==> src/rtl/alu_issue_stage.sv <==
// ---------------------------------------------------------------------------
// alu_issue_stage
//   ID/EX pipeline register with operand forwarding and load-use detection.
//   The register captures the decoded instruction each cycle. It holds while
//   stall is high, and it loads a bubble when flush is high (flush wins).
//   The ALU operands are selected combinationally from the registered fields
//   and the EX/MEM and MEM/WB write-back buses.
//
// Configuration macro:
//   ALU_FORWARDING_EN - when defined, rs/rt values are forwarded from EX/MEM
//                       (highest priority) or MEM/WB. When undefined, the
//                       registered read data is used and the exmem_*/memwb_*
//                       inputs are ignored.
//
// Ports:
//   clk, rst_n              clock, asynchronous active-low reset
//   stall, flush            hold / bubble control for the ID/EX register
//   id_valid, id_regwrite,
//   id_memread, id_alusrc   decoded ID-stage controls
//   id_rs, id_rt, id_rd     source and destination register numbers
//   id_data1, id_data2,
//   id_imm                  register read data and sign-extended immediate
//   id_sel                  ALU operation code
//   exmem_*, memwb_*        write enable, destination and result of the
//                           later stages
//   op1, op2, sel           ALU operands and operation code
//   ex_valid, ex_regwrite,
//   ex_memread, ex_rd       registered controls and destination
//   ex_store_data           forwarded rt value for stores
//   load_use_stall          combinational request to hold ID for one cycle
// ---------------------------------------------------------------------------
module alu_issue_stage (
    input  logic        clk,
    input  logic        rst_n,
    input  logic        stall,
    input  logic        flush,
    input  logic        id_valid,
    input  logic        id_regwrite,
    input  logic        id_memread,
    input  logic        id_alusrc,
    input  logic [4:0]  id_rs,
    input  logic [4:0]  id_rt,
    input  logic [4:0]  id_rd,
    input  logic [31:0] id_data1,
    input  logic [31:0] id_data2,
    input  logic [31:0] id_imm,
    input  logic [2:0]  id_sel,
    input  logic        exmem_regwrite,
    input  logic        memwb_regwrite,
    input  logic [4:0]  exmem_rd,
    input  logic [4:0]  memwb_rd,
    input  logic [31:0] exmem_result,
    input  logic [31:0] memwb_result,
    output logic [31:0] op1,
    output logic [31:0] op2,
    output logic [2:0]  sel,
    output logic        ex_valid,
    output logic        ex_regwrite,
    output logic        ex_memread,
    output logic [4:0]  ex_rd,
    output logic [31:0] ex_store_data,
    output logic        load_use_stall
);

    logic        valid_q,    valid_d;
    logic        regwrite_q, regwrite_d;
    logic        memread_q,  memread_d;
    logic        alusrc_q,   alusrc_d;
    logic [4:0]  rs_q,       rs_d;
    logic [4:0]  rt_q,       rt_d;
    logic [4:0]  rd_q,       rd_d;
    logic [31:0] data1_q,    data1_d;
    logic [31:0] data2_q,    data2_d;
    logic [31:0] imm_q,      imm_d;
    logic [2:0]  sel_q,      sel_d;

    logic [31:0] rs_val;
    logic [31:0] rt_val;

    // Next-state selection: flush beats stall, stall beats capture.
    always_comb begin
        valid_d    = valid_q;
        regwrite_d = regwrite_q;
        memread_d  = memread_q;
        alusrc_d   = alusrc_q;
        rs_d       = rs_q;
        rt_d       = rt_q;
        rd_d       = rd_q;
        data1_d    = data1_q;
        data2_d    = data2_q;
        imm_d      = imm_q;
        sel_d      = sel_q;
        if (flush) begin
            valid_d    = 1'b0;
            regwrite_d = 1'b0;
            memread_d  = 1'b0;
            alusrc_d   = 1'b0;
            rs_d       = 5'd0;
            rt_d       = 5'd0;
            rd_d       = 5'd0;
            data1_d    = 32'd0;
            data2_d    = 32'd0;
            imm_d      = 32'd0;
            sel_d      = 3'd0;
        end else if (!stall) begin
            valid_d    = id_valid;
            regwrite_d = id_regwrite;
            memread_d  = id_memread;
            alusrc_d   = id_alusrc;
            rs_d       = id_rs;
            rt_d       = id_rt;
            rd_d       = id_rd;
            data1_d    = id_data1;
            data2_d    = id_data2;
            imm_d      = id_imm;
            sel_d      = id_sel;
        end
    end

    always_ff @(posedge clk or negedge rst_n) begin
        if (!rst_n) begin
            valid_q    <= 1'b0;
            regwrite_q <= 1'b0;
            memread_q  <= 1'b0;
            alusrc_q   <= 1'b0;
            rs_q       <= 5'd0;
            rt_q       <= 5'd0;
            rd_q       <= 5'd0;
            data1_q    <= 32'd0;
            data2_q    <= 32'd0;
            imm_q      <= 32'd0;
            sel_q      <= 3'd0;
        end else begin
            valid_q    <= valid_d;
            regwrite_q <= regwrite_d;
            memread_q  <= memread_d;
            alusrc_q   <= alusrc_d;
            rs_q       <= rs_d;
            rt_q       <= rt_d;
            rd_q       <= rd_d;
            data1_q    <= data1_d;
            data2_q    <= data2_d;
            imm_q      <= imm_d;
            sel_q      <= sel_d;
        end
    end

`ifdef ALU_FORWARDING_EN
    // EX/MEM is the younger result, so it is checked first. Register 0 is
    // hard-wired to zero and must never pick up a forwarded value.
    always_comb begin
        rs_val = data1_q;
        if (exmem_regwrite && (exmem_rd != 5'd0) && (exmem_rd == rs_q))
            rs_val = exmem_result;
        else if (memwb_regwrite && (memwb_rd != 5'd0) && (memwb_rd == rs_q))
            rs_val = memwb_result;
    end

    always_comb begin
        rt_val = data2_q;
        if (exmem_regwrite && (exmem_rd != 5'd0) && (exmem_rd == rt_q))
            rt_val = exmem_result;
        else if (memwb_regwrite && (memwb_rd != 5'd0) && (memwb_rd == rt_q))
            rt_val = memwb_result;
    end
`else
    assign rs_val = data1_q;
    assign rt_val = data2_q;

    // Later-stage buses and registered source numbers have no consumer here.
    logic unused_fwd;
    assign unused_fwd = ^{exmem_regwrite, memwb_regwrite, exmem_rd, memwb_rd,
                          exmem_result, memwb_result, rs_q, rt_q};
`endif

    assign op1           = rs_val;
    assign op2           = alusrc_q ? imm_q : rt_val;
    assign sel           = sel_q;
    assign ex_valid      = valid_q;
    assign ex_regwrite   = regwrite_q;
    assign ex_memread    = memread_q;
    assign ex_rd         = rd_q;
    assign ex_store_data = rt_val;

    // A load in EX cannot forward its data in time for a dependent
    // instruction in ID; ask upstream to hold ID and bubble this stage.
    assign load_use_stall = valid_q && memread_q && (rd_q != 5'd0) && id_valid &&
                            ((rd_q == id_rs) || (rd_q == id_rt));

endmodule

==> config.mk <==
export PLATFORM = sky130hd
export DESIGN_NAME = alu_issue_stage
export DESIGN_NICKNAME = d
export VERILOG_FILES = /design/src/rtl/alu_issue_stage.sv
export SDC_FILE = /design/constraint.sdc
export NUM_CORES = 1
export LEC_CHECK = 0
export BUFFER_PORTS_ARGS = -buffer_cell sky130_fd_sc_hd__buf_2
export CAP_MARGIN = 20
export CORE_ASPECT_RATIO = 0.7
export CORE_MARGIN = 2
export CORE_UTILIZATION = 30
export DETAILED_ROUTE_END_ITERATION = 8
export GPL_ROUTABILITY_DRIVEN = 0
export PLACE_DENSITY = 0.57
export SLEW_MARGIN = 25
export SYNTH_ARGS = -nofsm -noshare
export SYNTH_HDL_FRONTEND = slang
export SYNTH_SLANG_ARGS = --single-unit
==> constraint.sdc <==
create_clock -name clk -period 1.6 [get_ports clk]
set_input_delay 0.32 -clock clk [delete_from_list [all_inputs] [get_ports clk]]
set_output_delay 0.32 -clock clk [all_outputs]
set_load 0.005 [all_outputs]
# == Word level (Yosys, flattened, before mapping) ==
# Cells that the tools add are included.
# word_totals
in_bits,198
out_inout_bits,108
reg_bits,108
elab_cells,37
# classes
n_eq_ne,3
n_reduce_logical,6
muxes,19
# op_table
operator,n
2-to-1 mux 32 bit,7
equality test 5 bit,2
2-to-1 mux 5 bit,2
2-to-1 mux 1 bit,8
2-to-1 mux 3 bit,2
nonzero test 5 bit,1
logical AND 1 bit,4
!= test 2 x 1 -> 1 bit (second input constant),1
logical OR 1 bit,1

# == Longest topological paths before layout ==
# depth
depth_word,4
mapped_depth,5
ltp_nobuf,4

# == Worst setup path after synthesis ==
# Ideal clock, no wire load.
# synth_timing
path_type,flip-flop to output port
startpoint,reg rd_q[1] (netlist: ex_rd[1])
endpoint,out load_use_stall
arrival_ns,1.172
path_slack_ns,0.108
n_path_buf,0
stages_incl_launch_ff,4
t_required_ns,1.280
path_cell_list,dfrtp_1 -> or4_1 -> o2111ai_1 -> a21oi_1
# synth_via
elab_chain_len,4
elab_cells_between_ends,7
cone_classes,2 x eq/ne; 5 x reduce/logical
# synth_lines
element,line,text
"start, declared",71,"logic [4:0] rd_q, rd_d;"
"start signal, assigned",140,rd_q <= rd_d;
nonzero test 5 bit,187,assign load_use_stall = valid_q && memread_q && (rd_q != 5'd0) && id_valid &&
logical AND 1 bit (2 in a row),187,
logical AND 1 bit (*),187,
"end, declared",62,output logic load_use_stall
# Mark *: on every way between the ends. The rest lies on a longest branch, timed or not.

# == Final worst setup path ==
# Ends and elaborated chain as after synthesis.

==> flow_summary.json <==
{
  "worstSetupStartpointType": "flop",
  "start_util": 0.3091,
  "syn_area_per_cell_sq_um": 12.02,
  "syn-num-nets": 599,
  "fill_cells": 1474,
  "clk_latency_ns": 0.34,
  "antenna_cells": 0,
  "htree_num_levels": 3,
  "antenna_left": 0,
  "critPathTopFamily": "simple AND/OR/NAND/NOR gates",
  "skew_ns": 0,
  "cts_buffers": 9,
  "cpPeakStageDelay_ns": 0.54,
  "synth.distinct_cells": 16,
  "cts_tree": "yes",
  "synth_area_sq_um": 4820,
  "setup_viol": 33,
  "dr.pass1.iters": 4,
  "worst_hold_path_type": "primary input to flop",
  "path_clk_slew_ns": 0.08,
  "die_area_sq_um": 17110,
  "synthCells": 401,
  "end_kind": "output pin",
  "fin_crit_sh": 1.222,
  "ys_seq_area_frac": 0.5607,
  "clockBufferDepth": 2,
  "fin_crit_ns": 1.954,
  "grt_pass1_vias": 3748,
  "cap_violations": 0,
  "violations": "negative setup slack",
  "dpl.hpwl_mm": 9.192,
  "cts_num_sinks": 108,
  "ys_seq_elements": 108,
  "hold_viol": 0,
  "grt_max_degree": 55,
  "drv_slew": 0,
  "grt_pass1_wl_mm": 20.17,
  "num_rows": 38,
  "overflow": 0,
  "grtUsageTotal": 0.1514,
  "drive_above_1_share": 0.4702,
  "cp_slowest_cell": "or4_4",
  "setup_tns_ns": -6.600,
  "wirelength_mm": 13.23,
  "cp_max_fo": 2,
  "multi_input_area_sq_um": 2072,
  "power.leakage_uw": 0.003902,
  "worstPathArrival_ns": 1.63,
  "syn_to_final_growth_pct": 45.40,
  "fp.dieH_microns": 110.0,
  "viasPerCell": 4.555,
  "max_slew_margin": 0.7904,
  "status": "finished with violations",
  "rsz0062_at_grt": "true",
  "final_cells": 838,
  "p_total_uw": 6520,
  "wl_per_cell_microns": 15.79,
  "peakVddDrop_mv": 0.4538,
  "seqCellArea_sq_um": 2704,
  "dieWidth_microns": 155.5,
  "fin_nets": 831,
  "io_pins": 306,
  "antenna_found_initial": 0,
  "max_freq_mhz": 511.7,
  "vias": 3817,
  "layout_common_cells": "204 x buf_2, 108 x mux2i_1, 108 x nor2_1, 107 x dfrtp_1, 24 x buf_6",
  "dp_cells": 815,
  "crit_buf_inv": 1,
  "worstMarginPinSlew_ns": 0.3144,
  "power_density_nw_per_um2": 930.4,
  "layout_commonest_cell": "buf_2",
  "drc_errors": 0,
  "setup_slack_ns": -0.3544,
  "yosysWarningCount": 0,
  "cp_cell_sequence": "or4_4, o2111ai_2, a21oi_2, buf_2",
  "cp_data_required_time_ns": 1.28,
  "crit_type": "flop to output pin",
  "hold_ws_ns": 0.2076,
  "core_area_sq_um": 15600,
  "root_buffer": "clkbuf_16",
  "numPortBuffers": 229,
  "drtIter0Drc": 172
}
-- cell usage after synthesis --
library cell / instances / share of area
or4_1: 1 / 0.0016
buf_6: 2 / 0.0047
nor3_1: 2 / 0.0021
nor2_1: 108 / 0.084
buf_4: 1 / 0.0016
nand3_1: 2 / 0.0021
o2111ai_1: 1 / 0.0018
mux2_2: 32 / 0.075
mux2i_1: 108 / 0.22
xor2_1: 6 / 0.011
clkbuf_1: 9 / 0.0070
a21oi_1: 1 / 0.0010
buf_2: 14 / 0.015
buf_1: 2 / 0.0016
dfrtp_1: 108 / 0.56
xnor2_1: 4 / 0.0073
-- registers in the layout (all words and copies together), names as in the netlist --
| register | count |
|---|---|
| ex_store_data | 32 |
| ex_regwrite | 1 |
| alusrc_q | 1 |
| ex_valid | 1 |
| ex_rd | 5 |
| ex_memread | 1 |
| op1 | 32 |
| imm_q | 32 |
| sel | 3 |
-- logic make-up (layout without fill, tap and decap cells) --
family | count (synthesis) | after routing | synth area share
AO/OA/AOI/OAI | 2 | 2 | 0.002855
XOR/XNOR | 10 | 10 | 0.01817
buffers and inverters | 28 | 265 | 0.02934
flip-flops | 108 | 108 | 0.5607
multiplexers | 140 | 140 | 0.2991
AND/OR/NAND/NOR | 113 | 113 | 0.08982
-- worst paths after layout --
kind | cells past startpoint | startpoint | endpoint | slack (ns)
min in group asynchronous | 2 | rst_n | op1[0]$_DFFE_PN0P_ | 0.41
max in group asynchronous | 3 | rst_n | alusrc_q$_DFFE_PN0P_ | 0.63
worst max register to register | 4 | alusrc_q$_DFFE_PN0P_ | alusrc_q$_DFFE_PN0P_ | 0.56
worst min-delay path | 3 | id_data1[9] | op1[9]$_DFFE_PN0P_ | 0.21
worst max-delay path | 4 | ex_rd[1]$_DFFE_PN0P_ | load_use_stall | -0.35
worst min register to register | 2 | imm_q[0]$_DFFE_PN0P_ | imm_q[0]$_DFFE_PN0P_ | 0.52
-- stage by stage --
stage | utilization | instance area (sq um) | worst slack [ns]
after floorplan | - | 4820 | 0.1076
after global placement | 0.4038 | 6297 | 0.01522
after detailed placement | 0.4038 | 6297 | 0.02157
after CTS | 0.4400 | 6862 | -0.3751
after global routing | 0.4494 | 7008 | -0.4386
final | 0.4494 | 7008 | -0.3544
-- final cells by class --
type | instances | share of cell area
Sequential cell | 108 | 0.3858
Multi-Input combinational cell | 265 | 0.2957
Timing Repair Buffer | 249 | 0.2357
Tap cell | 200 | 0.03571
Clock buffer | 9 | 0.03214
Clock inverter | 7 | 0.01500
-- power by group --
group | switching [uW] | internal, uW | total (uW)
Combinational | 484 | 605 | 1090
Sequential | 102 | 2880 | 2980
Clock | 1050 | 1400 | 2450
-- per-layer routing --
metal / vias up / global-route usage / share of wire / wire, microns
li1: 1818 / - / - / -
met1: 1848 / 0.2100 / 0.46 / 6151
met2: 140 / 0.2339 / 0.45 / 5909
met3: 11 / 0.04808 / 0.080 / 1057
met4: 0 / 0.03277 / 0.0087 / 115
met5: - / 0 / 0 / 0
-- tightest hold or removal path: stages --
cell	delay, ns
buf_2	0.07
mux2i_1	0.05
nor2_1	0.07
-- what timing repair did --
item                                    CTS  global route
hold buffers                              1             0
resized for setup                        19            35
endpoints found under the setup margin   33            33
pin swaps                                 0             2
setup buffers                             3             0
gates cloned                              4             0
endpoints found under the hold margin    19             0
(Power assumes the default switching activity.)
